## config.mk

```make
export PLATFORM = sky130hd
export DESIGN_NAME = pc_redirect_unit
export DESIGN_NICKNAME = d
export VERILOG_FILES = /design/src/rtl/pc_redirect_unit_pkg.sv /design/src/rtl/branch_shadow_reg.sv /design/src/rtl/pc_redirect_unit.sv
export SDC_FILE = /design/constraint.sdc
export NUM_CORES = 1
export LEC_CHECK = 0
export ABC_AREA = 1
export BUFFER_PORTS_ARGS = -buffer_cell sky130_fd_sc_hd__buf_2
export CORE_UTILIZATION = 40
export CTS_CLUSTER_DIAMETER = 120
export DETAILED_ROUTE_END_ITERATION = 12
export PLACE_DENSITY = 0.59
export SYNTH_ARGS = -nofsm -noshare
export SYNTH_HDL_FRONTEND = slang
export SYNTH_HIERARCHICAL = 1
export SYNTH_SLANG_ARGS = --single-unit
```

## constraint.sdc

```tcl
create_clock -name i_clk -period 2.2 [get_ports i_clk]
set_input_delay 0.22 -clock i_clk [delete_from_list [all_inputs] [get_ports i_clk]]
set_output_delay 0.22 -clock i_clk [all_outputs]
set_load 0.05 [all_outputs]
```

## src/rtl/pc_redirect_unit_pkg.sv

```systemverilog
// Shared fetch-redirect definitions: branch opcode, FSM encoding and the
// sequential PC increment.
package pc_redirect_unit_pkg;

    // Major opcode of conditional branches (B-type).
    localparam logic [6:0] OPC_B_TYPE = 7'b1100011;

    // Byte distance between consecutive sequential fetches.
    localparam int unsigned PC_INCR = 4;

    // Fetch-redirect FSM encoding.
    typedef enum logic [1:0] {
        ST_BOOT    = 2'd0,
        ST_RUN     = 2'd1,
        ST_RECOVER = 2'd2
    } redirect_state_t;

endpackage

```

## src/rtl/branch_shadow_reg.sv

```systemverilog
// One stage of the branch shadow pipeline: remembers what was predicted for
// the branch currently in the matching main-pipeline stage.
module branch_shadow_reg #(
    parameter int DATA_WIDTH = 32
) (
    input  logic                  i_clk,
    input  logic                  i_rst_n,
    input  logic                  i_en,
    input  logic                  i_clr,
    input  logic                  i_valid,
    input  logic                  i_pred_taken,
    input  logic [DATA_WIDTH-1:0] i_pred_target,
    input  logic [DATA_WIDTH-1:0] i_pc,
    output logic                  o_valid,
    output logic                  o_pred_taken,
    output logic [DATA_WIDTH-1:0] o_pred_target,
    output logic [DATA_WIDTH-1:0] o_pc
);

    logic                  r_valid;
    logic                  r_pred_taken;
    logic [DATA_WIDTH-1:0] r_pred_target;
    logic [DATA_WIDTH-1:0] r_pc;

    // Clear wins over load so a squash can never be overwritten by a shift.
    always_ff @(posedge i_clk or negedge i_rst_n) begin
        if (!i_rst_n) begin
            r_valid       <= 1'b0;
            r_pred_taken  <= 1'b0;
            r_pred_target <= '0;
            r_pc          <= '0;
        end else if (i_clr) begin
            r_valid       <= 1'b0;
            r_pred_taken  <= 1'b0;
            r_pred_target <= '0;
            r_pc          <= '0;
        end else if (i_en) begin
            r_valid       <= i_valid;
            r_pred_taken  <= i_pred_taken;
            r_pred_target <= i_pred_target;
            r_pc          <= i_pc;
        end
    end

    assign o_valid       = r_valid;
    assign o_pred_taken  = r_pred_taken;
    assign o_pred_target = r_pred_target;
    assign o_pc          = r_pc;

endmodule

```

## src/rtl/pc_redirect_unit.sv

```systemverilog
// Fetch PC generation with predicted-taken redirect in ID and mispredict
// recovery when the branch resolves in EX/MEM. No handshakes: every input is
// sampled each cycle; i_stall freezes fetch unless a mispredict overrides it.
module pc_redirect_unit
    import pc_redirect_unit_pkg::*;
#(
    parameter int                    DATA_WIDTH = 32,
    parameter logic [DATA_WIDTH-1:0] RESET_PC   = 32'h0,
    parameter int                    CNT_WIDTH  = 16
) (
    input  logic                  i_clk,
    input  logic                  i_rst_n,
    input  logic                  i_stall,
    input  logic [DATA_WIDTH-1:0] id_pc,
    input  logic                  id_is_branch,
    input  logic                  prediction,
    input  logic [DATA_WIDTH-1:0] branch_target,
    input  logic                  ex_mem_is_branch,
    input  logic                  ex_mem_branch_taken,
    input  logic [DATA_WIDTH-1:0] ex_mem_branch_target,
    output logic [DATA_WIDTH-1:0] o_pc,
    output logic                  o_fetch_valid,
    output logic                  o_flush_if_id,
    output logic                  o_flush_id_ex,
    output logic                  o_mispredict,
    output logic [CNT_WIDTH-1:0]  o_branch_cnt,
    output logic [CNT_WIDTH-1:0]  o_mispredict_cnt
);

    redirect_state_t       r_state;
    redirect_state_t       w_state_nxt;
    logic [DATA_WIDTH-1:0] r_pc;
    logic [DATA_WIDTH-1:0] w_pc_nxt;
    logic [CNT_WIDTH-1:0]  r_branch_cnt;
    logic [CNT_WIDTH-1:0]  r_mispredict_cnt;

    logic                  w_ex_valid;
    logic                  w_ex_pred_taken;
    logic [DATA_WIDTH-1:0] w_ex_pred_target;
    logic [DATA_WIDTH-1:0] w_ex_pc;
    logic                  w_mem_valid;
    logic                  w_mem_pred_taken;
    logic [DATA_WIDTH-1:0] w_mem_pred_target;
    logic [DATA_WIDTH-1:0] w_mem_pc;

    logic                  w_in_boot;
    logic                  w_slot_en;
    logic                  w_slot_clr;
    logic                  w_resolve;
    logic                  w_dir_wrong;
    logic                  w_tgt_wrong;
    logic                  w_mispredict;
    logic                  w_id_redirect;
    logic                  w_fetch_valid;
    logic [DATA_WIDTH-1:0] w_pc_seq;
    logic [DATA_WIDTH-1:0] w_corrected_pc;

    assign w_in_boot = (r_state == ST_BOOT);

    // A resolving branch only counts if its shadow entry survived squashes.
    assign w_resolve   = ex_mem_is_branch & w_mem_valid;
    assign w_dir_wrong = (ex_mem_branch_taken != w_mem_pred_taken);
    assign w_tgt_wrong = ex_mem_branch_taken & w_mem_pred_taken &
                         (ex_mem_branch_target != w_mem_pred_target);
    // RECOVER cannot see a live slot, gating on RUN just makes that explicit.
    assign w_mispredict = (r_state == ST_RUN) & w_resolve & (w_dir_wrong | w_tgt_wrong);

    assign w_pc_seq       = r_pc + DATA_WIDTH'(PC_INCR);
    assign w_corrected_pc = ex_mem_branch_taken ? ex_mem_branch_target
                                                : (w_mem_pc + DATA_WIDTH'(PC_INCR));

    // ID redirect loses to both a stall and an older mispredict.
    assign w_id_redirect = ~w_in_boot & ~i_stall & id_is_branch & prediction & ~w_mispredict;

    // Shadow slots shift with the main pipeline; squash on mispredict and while booting.
    assign w_slot_en  = ~i_stall;
    assign w_slot_clr = w_mispredict | w_in_boot;

    branch_shadow_reg #(
        .DATA_WIDTH (DATA_WIDTH)
    ) u_slot_ex (
        .i_clk         (i_clk),
        .i_rst_n       (i_rst_n),
        .i_en          (w_slot_en),
        .i_clr         (w_slot_clr),
        .i_valid       (id_is_branch),
        .i_pred_taken  (prediction),
        .i_pred_target (branch_target),
        .i_pc          (id_pc),
        .o_valid       (w_ex_valid),
        .o_pred_taken  (w_ex_pred_taken),
        .o_pred_target (w_ex_pred_target),
        .o_pc          (w_ex_pc)
    );

    branch_shadow_reg #(
        .DATA_WIDTH (DATA_WIDTH)
    ) u_slot_mem (
        .i_clk         (i_clk),
        .i_rst_n       (i_rst_n),
        .i_en          (w_slot_en),
        .i_clr         (w_slot_clr),
        .i_valid       (w_ex_valid),
        .i_pred_taken  (w_ex_pred_taken),
        .i_pred_target (w_ex_pred_target),
        .i_pc          (w_ex_pc),
        .o_valid       (w_mem_valid),
        .o_pred_taken  (w_mem_pred_taken),
        .o_pred_target (w_mem_pred_target),
        .o_pc          (w_mem_pc)
    );

    // FSM state register.
    always_ff @(posedge i_clk or negedge i_rst_n) begin
        if (!i_rst_n) begin
            r_state <= ST_BOOT;
        end else begin
            r_state <= w_state_nxt;
        end
    end

    // FSM next state and fetch-valid decode.
    always_comb begin
        w_state_nxt   = r_state;
        w_fetch_valid = 1'b0;
        case (r_state)
            ST_BOOT: begin
                w_state_nxt = ST_RUN;
            end
            ST_RUN: begin
                w_fetch_valid = 1'b1;
                if (w_mispredict) begin
                    w_state_nxt = ST_RECOVER;
                end
            end
            ST_RECOVER: begin
                w_state_nxt = ST_RUN;
            end
            default: begin
                w_state_nxt = ST_BOOT;
            end
        endcase
    end

    // Next fetch address by priority: boot hold, mispredict, stall, ID redirect, sequential.
    always_comb begin
        w_pc_nxt = r_pc;
        if (w_in_boot) begin
            w_pc_nxt = r_pc;
        end else if (w_mispredict) begin
            w_pc_nxt = w_corrected_pc;
        end else if (i_stall) begin
            w_pc_nxt = r_pc;
        end else if (w_id_redirect) begin
            w_pc_nxt = branch_target;
        end else begin
            w_pc_nxt = w_pc_seq;
        end
    end

    // Fetch PC register.
    always_ff @(posedge i_clk or negedge i_rst_n) begin
        if (!i_rst_n) begin
            r_pc <= RESET_PC;
        end else begin
            r_pc <= w_pc_nxt;
        end
    end

    // Saturating statistics counters.
    always_ff @(posedge i_clk or negedge i_rst_n) begin
        if (!i_rst_n) begin
            r_branch_cnt     <= '0;
            r_mispredict_cnt <= '0;
        end else begin
            if (w_resolve && (r_branch_cnt != '1)) begin
                r_branch_cnt <= r_branch_cnt + CNT_WIDTH'(1);
            end
            if (w_mispredict && (r_mispredict_cnt != '1)) begin
                r_mispredict_cnt <= r_mispredict_cnt + CNT_WIDTH'(1);
            end
        end
    end

    assign o_pc             = r_pc;
    assign o_fetch_valid    = w_fetch_valid;
    assign o_mispredict     = w_mispredict;
    assign o_flush_if_id    = w_in_boot | w_mispredict | w_id_redirect;
    assign o_flush_id_ex    = w_in_boot | w_mispredict;
    assign o_branch_cnt     = r_branch_cnt;
    assign o_mispredict_cnt = r_mispredict_cnt;

endmodule

```

* Yosys cells after proc, flatten, opt, wreduce, memory -nomap -nowiden
Index checks and enable logic that the tools add are counted.
Widths: inputs -> output; s select.
** Cells by class
- Bitwise operators :: 15
- Add/subtract/negate cells :: 4
- Equal/unequal tests :: 9
- Reductions and logical operators :: 5
- Muxes and demuxes :: 23
** Operators by type and width (number)
- $mux 32 :: 12
- $add 32x3->32 const B :: 2
- $add 16x1->16 const B :: 2
- $ne 16x16->1 const B :: 2
- $ne 32x32->1 :: 1
- $and 1x1->1 :: 9
- $mux 1 :: 9
- $ne 2x1->1 const B :: 2
- $pmux 2 s2 :: 1
- $not 1->1 :: 3
- $or 1x1->1 :: 3
- $eq 2x1->1 const B :: 1
- $eq 2x2->1 const B :: 1
- $logic_and 1x1->1 :: 2
- $logic_not 2->1 :: 1
- $mux 2 :: 1
- $ne 2x2->1 const B :: 1
- $reduce_and 2->1 :: 1
- $reduce_or 2->1 :: 1
- $ne 1x1->1 :: 1
** Word-level totals
- Flip-flop bits (word level) :: 198
- Logic and storage cells :: 68

* Longest topological paths before layout
- Depth in word-level cells :: 9
- Gate-level depth with buffers :: 18
- Mapped depth without buffers :: 16

* By module
The synthesis kept the hierarchy.
** By module, submodules not included
- pc_redirect_unit :: area each 6083.3 um^2, cells an instance 966, times used 1, sequential area each 1651.6 um^2
- branch_shadow_reg :: area each 2600.0 um^2, cells an instance 287, times used 2, sequential area each 1651.6 um^2

* Worst setup path before layout
Ideal clock, no wire load.
- Path kind :: reg-to-reg
- Start :: register u_slot_mem.r_pred_target[4], in the netlist u_slot_mem/o_pred_target[4]
- End :: register u_slot_ex.r_pred_target[21], in the netlist u_slot_ex/o_pred_target[21]
- Library setup time :: 0.066 ns
- Required time :: 2.134 ns
- Arrival :: 2.332 ns
- Path slack :: -0.198 ns
- Stages on the path, launching flop included :: 17
- Clock period less this slack :: 2.398 ns
- Path buffers :: 3
- Cell sequence :: dfrtp_1 xnor2_1 nand2_1 nor2_1 nand2_1 nor2_1 nand2_1 nand2_2 nand2_1 nand2_2 buf_2 nand2_1 inv_1 buf_2 buf_2 nand3_1 nand2_1
** On the way
- Longest elaborated chain between the ends :: 6
- Elaborated cells between the ends (all ways) :: 7
** RTL lines
- start: declaration :: line branch_shadow_reg.sv:22 : logic [DATA_WIDTH-1:0] r_pred_target;
- start signal: assignment :: line branch_shadow_reg.sv:40 : r_pred_target <= i_pred_target;
- $ne 32x32->1 * :: line pc_redirect_unit.sv:64 : (ex_mem_branch_target != w_mem_pred_target);
- $and 1x1->1 * :: line pc_redirect_unit.sv:63 : assign w_tgt_wrong = ex_mem_branch_taken & w_mem_pred_taken &
- $or 1x1->1 * :: line pc_redirect_unit.sv:66 : assign w_mispredict = (r_state == ST_RUN) & w_resolve & (w_dir_wrong | w_tgt_wrong);
- $and 1x1->1 * :: line pc_redirect_unit.sv:66
- $or 1x1->1 *
- net o_flush_id_ex :: line pc_redirect_unit.sv:24 : output logic o_flush_id_ex,
- $ne 2x1->1 (no line) or $mux 32 (tied branches)
- end signal: assignment :: line branch_shadow_reg.sv:40
- end: declaration :: line branch_shadow_reg.sv:22
Mark *: on every way through the listed nets, which the timed path passes. The rest lies on a longest branch.
A chain may end at the register's enable or synchronous reset.

* Final worst setup path
- Start :: register u_slot_mem.r_pred_target[24], in the netlist u_slot_mem/o_pred_target[24]
- End :: register u_slot_ex.r_pred_target[21], in the netlist u_slot_ex/o_pred_target[21]
** On the way
- Longest elaborated chain between the ends :: 6
- Elaborated cells between the ends (all ways) :: 7
** RTL lines
- $ne 32x32->1 * :: line pc_redirect_unit.sv:64
- $and 1x1->1 * :: line pc_redirect_unit.sv:63
- $or 1x1->1 * :: line pc_redirect_unit.sv:66
- $and 1x1->1 * :: line pc_redirect_unit.sv:66
- $or 1x1->1 * :: line pc_redirect_unit.sv:77 : assign w_slot_clr = w_mispredict | w_in_boot;
- $ne 2x1->1 (no line) or $mux 32 (tied branches)
Mark *: on every way between the ends. The rest lies on a longest branch, timed or not.

==> impl_metrics.tcl <==
set metrics [dict create \
    area_growth_pct 30.8 \
    dpl-instance-area_um2 12800 \
    max-slew-margin-rel_pct 55.0 \
    finalHoldViolCount 1 \
    overflow 0 \
    met1_length_um 17500 \
    crit_required_ns 2.57 \
    wl_met3_um 2430 \
    yosys_warnings 6 \
    dieArea_um2 28900 \
    post_drt_via_cell_ratio 5.16 \
    cts_max_level 4 \
    start_util_pct 40.6 \
    setup_ws_ns -0.177 \
    crit_type "flip-flop to flip-flop" \
    clk_latency_ns 0.45 \
    reg2reg_to "u_slot_ex/o_pred_target[21]" \
    reg2regPathDepth 17 \
    cp.arrival_ns 2.75 \
    wire_per_inst_um 18.5 \
    track_usage_pct 26.2 \
    fin_area_um2 14800 \
    finalSetupViolCount 134 \
    fillers 2741 \
    min_path_cells 3 \
    min_to "u_slot_ex/o_pc[0]" \
    min_period_ns 2.38 \
    grt_start_max_net_pins 135 \
    min_from "id_pc[0]" \
    status "finished with violations" \
    top_layer_used "met4" \
    power_density_nw_per_um2 1300 \
    fin_crit_sh_pct 108 \
    vias 11200 \
    rows 61 \
    worst_hold_path_type "input pin to flip-flop" \
    core_um2 27800 \
    fmax_mhz 421 \
    cp-end-kind "flip-flop" \
    dp_hpwl_um 27300 \
    yosysSeqAreaShare_pct 43.9 \
    diodes 0 \
    slew_violations 0 \
    max_cap_viol_count 0 \
    post-route-util_pct 53.1 \
    ys_types 37 \
    pin_count 171 \
    whs_ns -0.00302 \
    clk_pin_slew_ns 0.08 \
    ir_worst_vdd_mv 1.35 \
    first_pass_iters 5 \
    post-route-drc-count 0 \
    place_congestion 0.959 \
    cp-start-kind "flip-flop" \
    skew_ns 0.0164 \
    worstMarginPinSlew_ns 0.674 \
    routed_wl_um 40100 \
    antenna_found_initial 0 \
    dp_slack_ns -0.0874 \
    avgSynthCellArea_um2 7.33 \
    violations "hold timing, setup timing" \
    rsz0062_at_grt "yes" \
    crit_fanout 23 \
    r2r_setup_slack_ns -0.18 \
    io_buffer_count 170 \
    grt_pass1_wl_um 58200 \
    drive_gt1_share_pct 24.5 \
    drt_iter0_drc 931 \
    die_w_um 170 \
    synth_area_um2 11300 \
    clk_path_buf_depth 2 \
    cts_tree "done" \
    drtAntennaViolNets 0 \
    die_h_um 170 \
    grt_pass1_vias 10500 \
    p_leak_nw 7.62 \
    fin_nets 1881 \
    wl_met2_um 19100 \
    synth_fp_nets 1648 \
    syn_inst 1540 \
    cts_num_sinks 198 \
    cts_buffers 17 \
    ys_ff_latch 198 \
    cts_root_buffer "clkbuf_16" \
    timing.rr.start "u_slot_mem/o_pred_target[24]" \
]
-- cell usage in the layout (no fill, tap or decap), drive strengths merged, types with 39 or more instances in the layout --
| master | instances |
|---|---|
| dfrtp | 198 |
| nor2 | 142 |
| nor3 | 39 |
| nand3 | 244 |
| xor2 | 44 |
| nand2 | 573 |
| buf | 255 |
| xnor2 | 51 |
| inv | 98 |
-- cells in the mapped netlist --
cell type / count / area (um2)
and2_1: 1 / 6.26
or2_2: 5 / 31.3
nor2_1: 136 / 510
mux2_2: 1 / 11.3
or2_0: 1 / 6.26
buf_4: 17 / 128
buf_2: 32 / 160
buf_6: 4 / 45.0
xnor2_2: 1 / 16.3
buf_1: 5 / 18.8
nor3b_1: 2 / 15.0
ha_1: 5 / 62.6
dfrtp_1: 198 / 4950
inv_1: 91 / 342
nand3_2: 2 / 20.0
o21ai_0: 22 / 110
nor4_1: 4 / 25.0
nand2_1: 567 / 2130
nor3_2: 6 / 60.1
nand3_1: 242 / 1210
nand2_4: 2 / 22.5
nand3b_1: 4 / 30.0
clkbuf_1: 16 / 60.1
a21boi_4: 1 / 18.8
a31oi_1: 1 / 6.26
inv_2: 3 / 11.3
nor3_1: 33 / 165
o211ai_1: 7 / 52.6
o21ai_1: 8 / 40.0
a21oi_1: 5 / 25.0
nand4_1: 13 / 81.3
xnor2_1: 50 / 438
a21boi_0: 1 / 7.51
nor2_2: 3 / 18.8
nor2_4: 3 / 33.8
xor2_1: 44 / 385
nand2_2: 4 / 25.0
-- where the power goes --
group          switching (mW)  internal (mW)
combinational            6.02           3.48
sequential               1.50           4.99
clock                    1.61           1.66
total                    9.12           10.1
-- how the worst max path moves through the flow --
stage	from	to	slack, ns	cells past startpoint
floorplan	u_slot_mem/o_pred_target[4]	u_slot_ex/o_pred_target[21]	0.07	16
global placement	u_slot_mem/o_pred_target[29]	o_mispredict_cnt[4]	-0.03	14
detailed placement	u_slot_mem/o_pred_target[29]	o_mispredict_cnt[4]	-0.09	14
CTS	u_slot_mem/o_pred_target[12]	o_flush_if_id	-0.12	12
global route	u_slot_mem/o_pred_target[24]	u_slot_ex/o_pred_target[21]	-0.24	17
finish	u_slot_mem/o_pred_target[24]	u_slot_ex/o_pred_target[21]	-0.18	17
-- layer usage --
| layer | track usage [%] | vias up |
|---|---|---|
| li1 | - | 5363 |
| met1 | 35.6 | 5346 |
| met2 | 42.7 | 387 |
| met3 | 3.67 | 63 |
| met4 | 9.01 | 0 |
| met5 | 0 | - |
-- kinds of logic (layout without fill, tap and decap cells) --
logic type | count (synthesis) | in the layout | share of synthesized area, %
mux | 1 | 1 | 0.0998
compound gates | 45 | 45 | 2.31
buf+inv | 168 | 414 | 6.78
fa+ha+maj | 5 | 5 | 0.554
flops | 198 | 198 | 43.9
simple gates | 1028 | 1028 | 38.9
xor+xnor | 95 | 95 | 7.44
-- worst max-delay path, cell delays in order, from the launching register on --
cell and delay [ns]:
dfrtp_1 0.42, xnor2_1 0.18, nand2_1 0.08, nor2_1 0.10, nand2_1 0.11, nor2_1 0.11, nand2_1 0.08, nand2_2 0.09
nand2_2 0.06, nand2_4 0.09, buf_12 0.12, nand2_8 0.06, buf_8 0.15, nor2_4 0.12, buf_12 0.16, buf_16 0.18
nand2_1 0.08, nand2_1 0.09
-- state kept, by name (all words and copies together) (netlist names) --
register                  flops
r_state                       2
o_mispredict_cnt             16
u_slot_mem/o_valid            1
u_slot_ex/o_pc               32
u_slot_ex/o_pred_target      32
u_slot_mem/o_pred_taken       1
u_slot_ex/o_valid             1
o_pc                         32
u_slot_mem/o_pred_target     32
u_slot_mem/o_pc              32
u_slot_ex/o_pred_taken        1
o_branch_cnt                 16
-- what timing repair did --
item                                   in CTS  in global routing
endpoints found under the hold margin      70                  0
hold buffers                               20                  0
setup endpoints to repair                  21                181
pin swaps                                  12                 17
resized for setup                          20                147
setup buffers                               8                 12
gates cloned                                1                 15
-- layout make-up --
type | count | area [um2] | share of cell area, %
clock buffers | 18 | 439 | 2.98
clock inverters | 14 | 164 | 1.11
inverters | 94 | 383 | 2.59
multi-input cells | 1174 | 6040 | 40.9
flip-flops and latches | 198 | 4960 | 33.6
well taps | 378 | 473 | 3.20
repair buffers | 288 | 2310 | 15.6
-- stage by stage --
step	total power, mW	std cells	hold slack (ns)	setup TNS [ns]
final	19.2	2164	-0.00302	-10.32
after global routing	20.4	2164	0.00332	-25.98
after CTS	17.7	2137	0.000633	-0.282
after detailed placement	14.1	2076	0.232	-0.168
after global placement	14.1	2076	0.231	-0.0283
after floorplan	11.5	1540	-0.0756	0
Note: power is estimated with default switching activity, not from simulation.
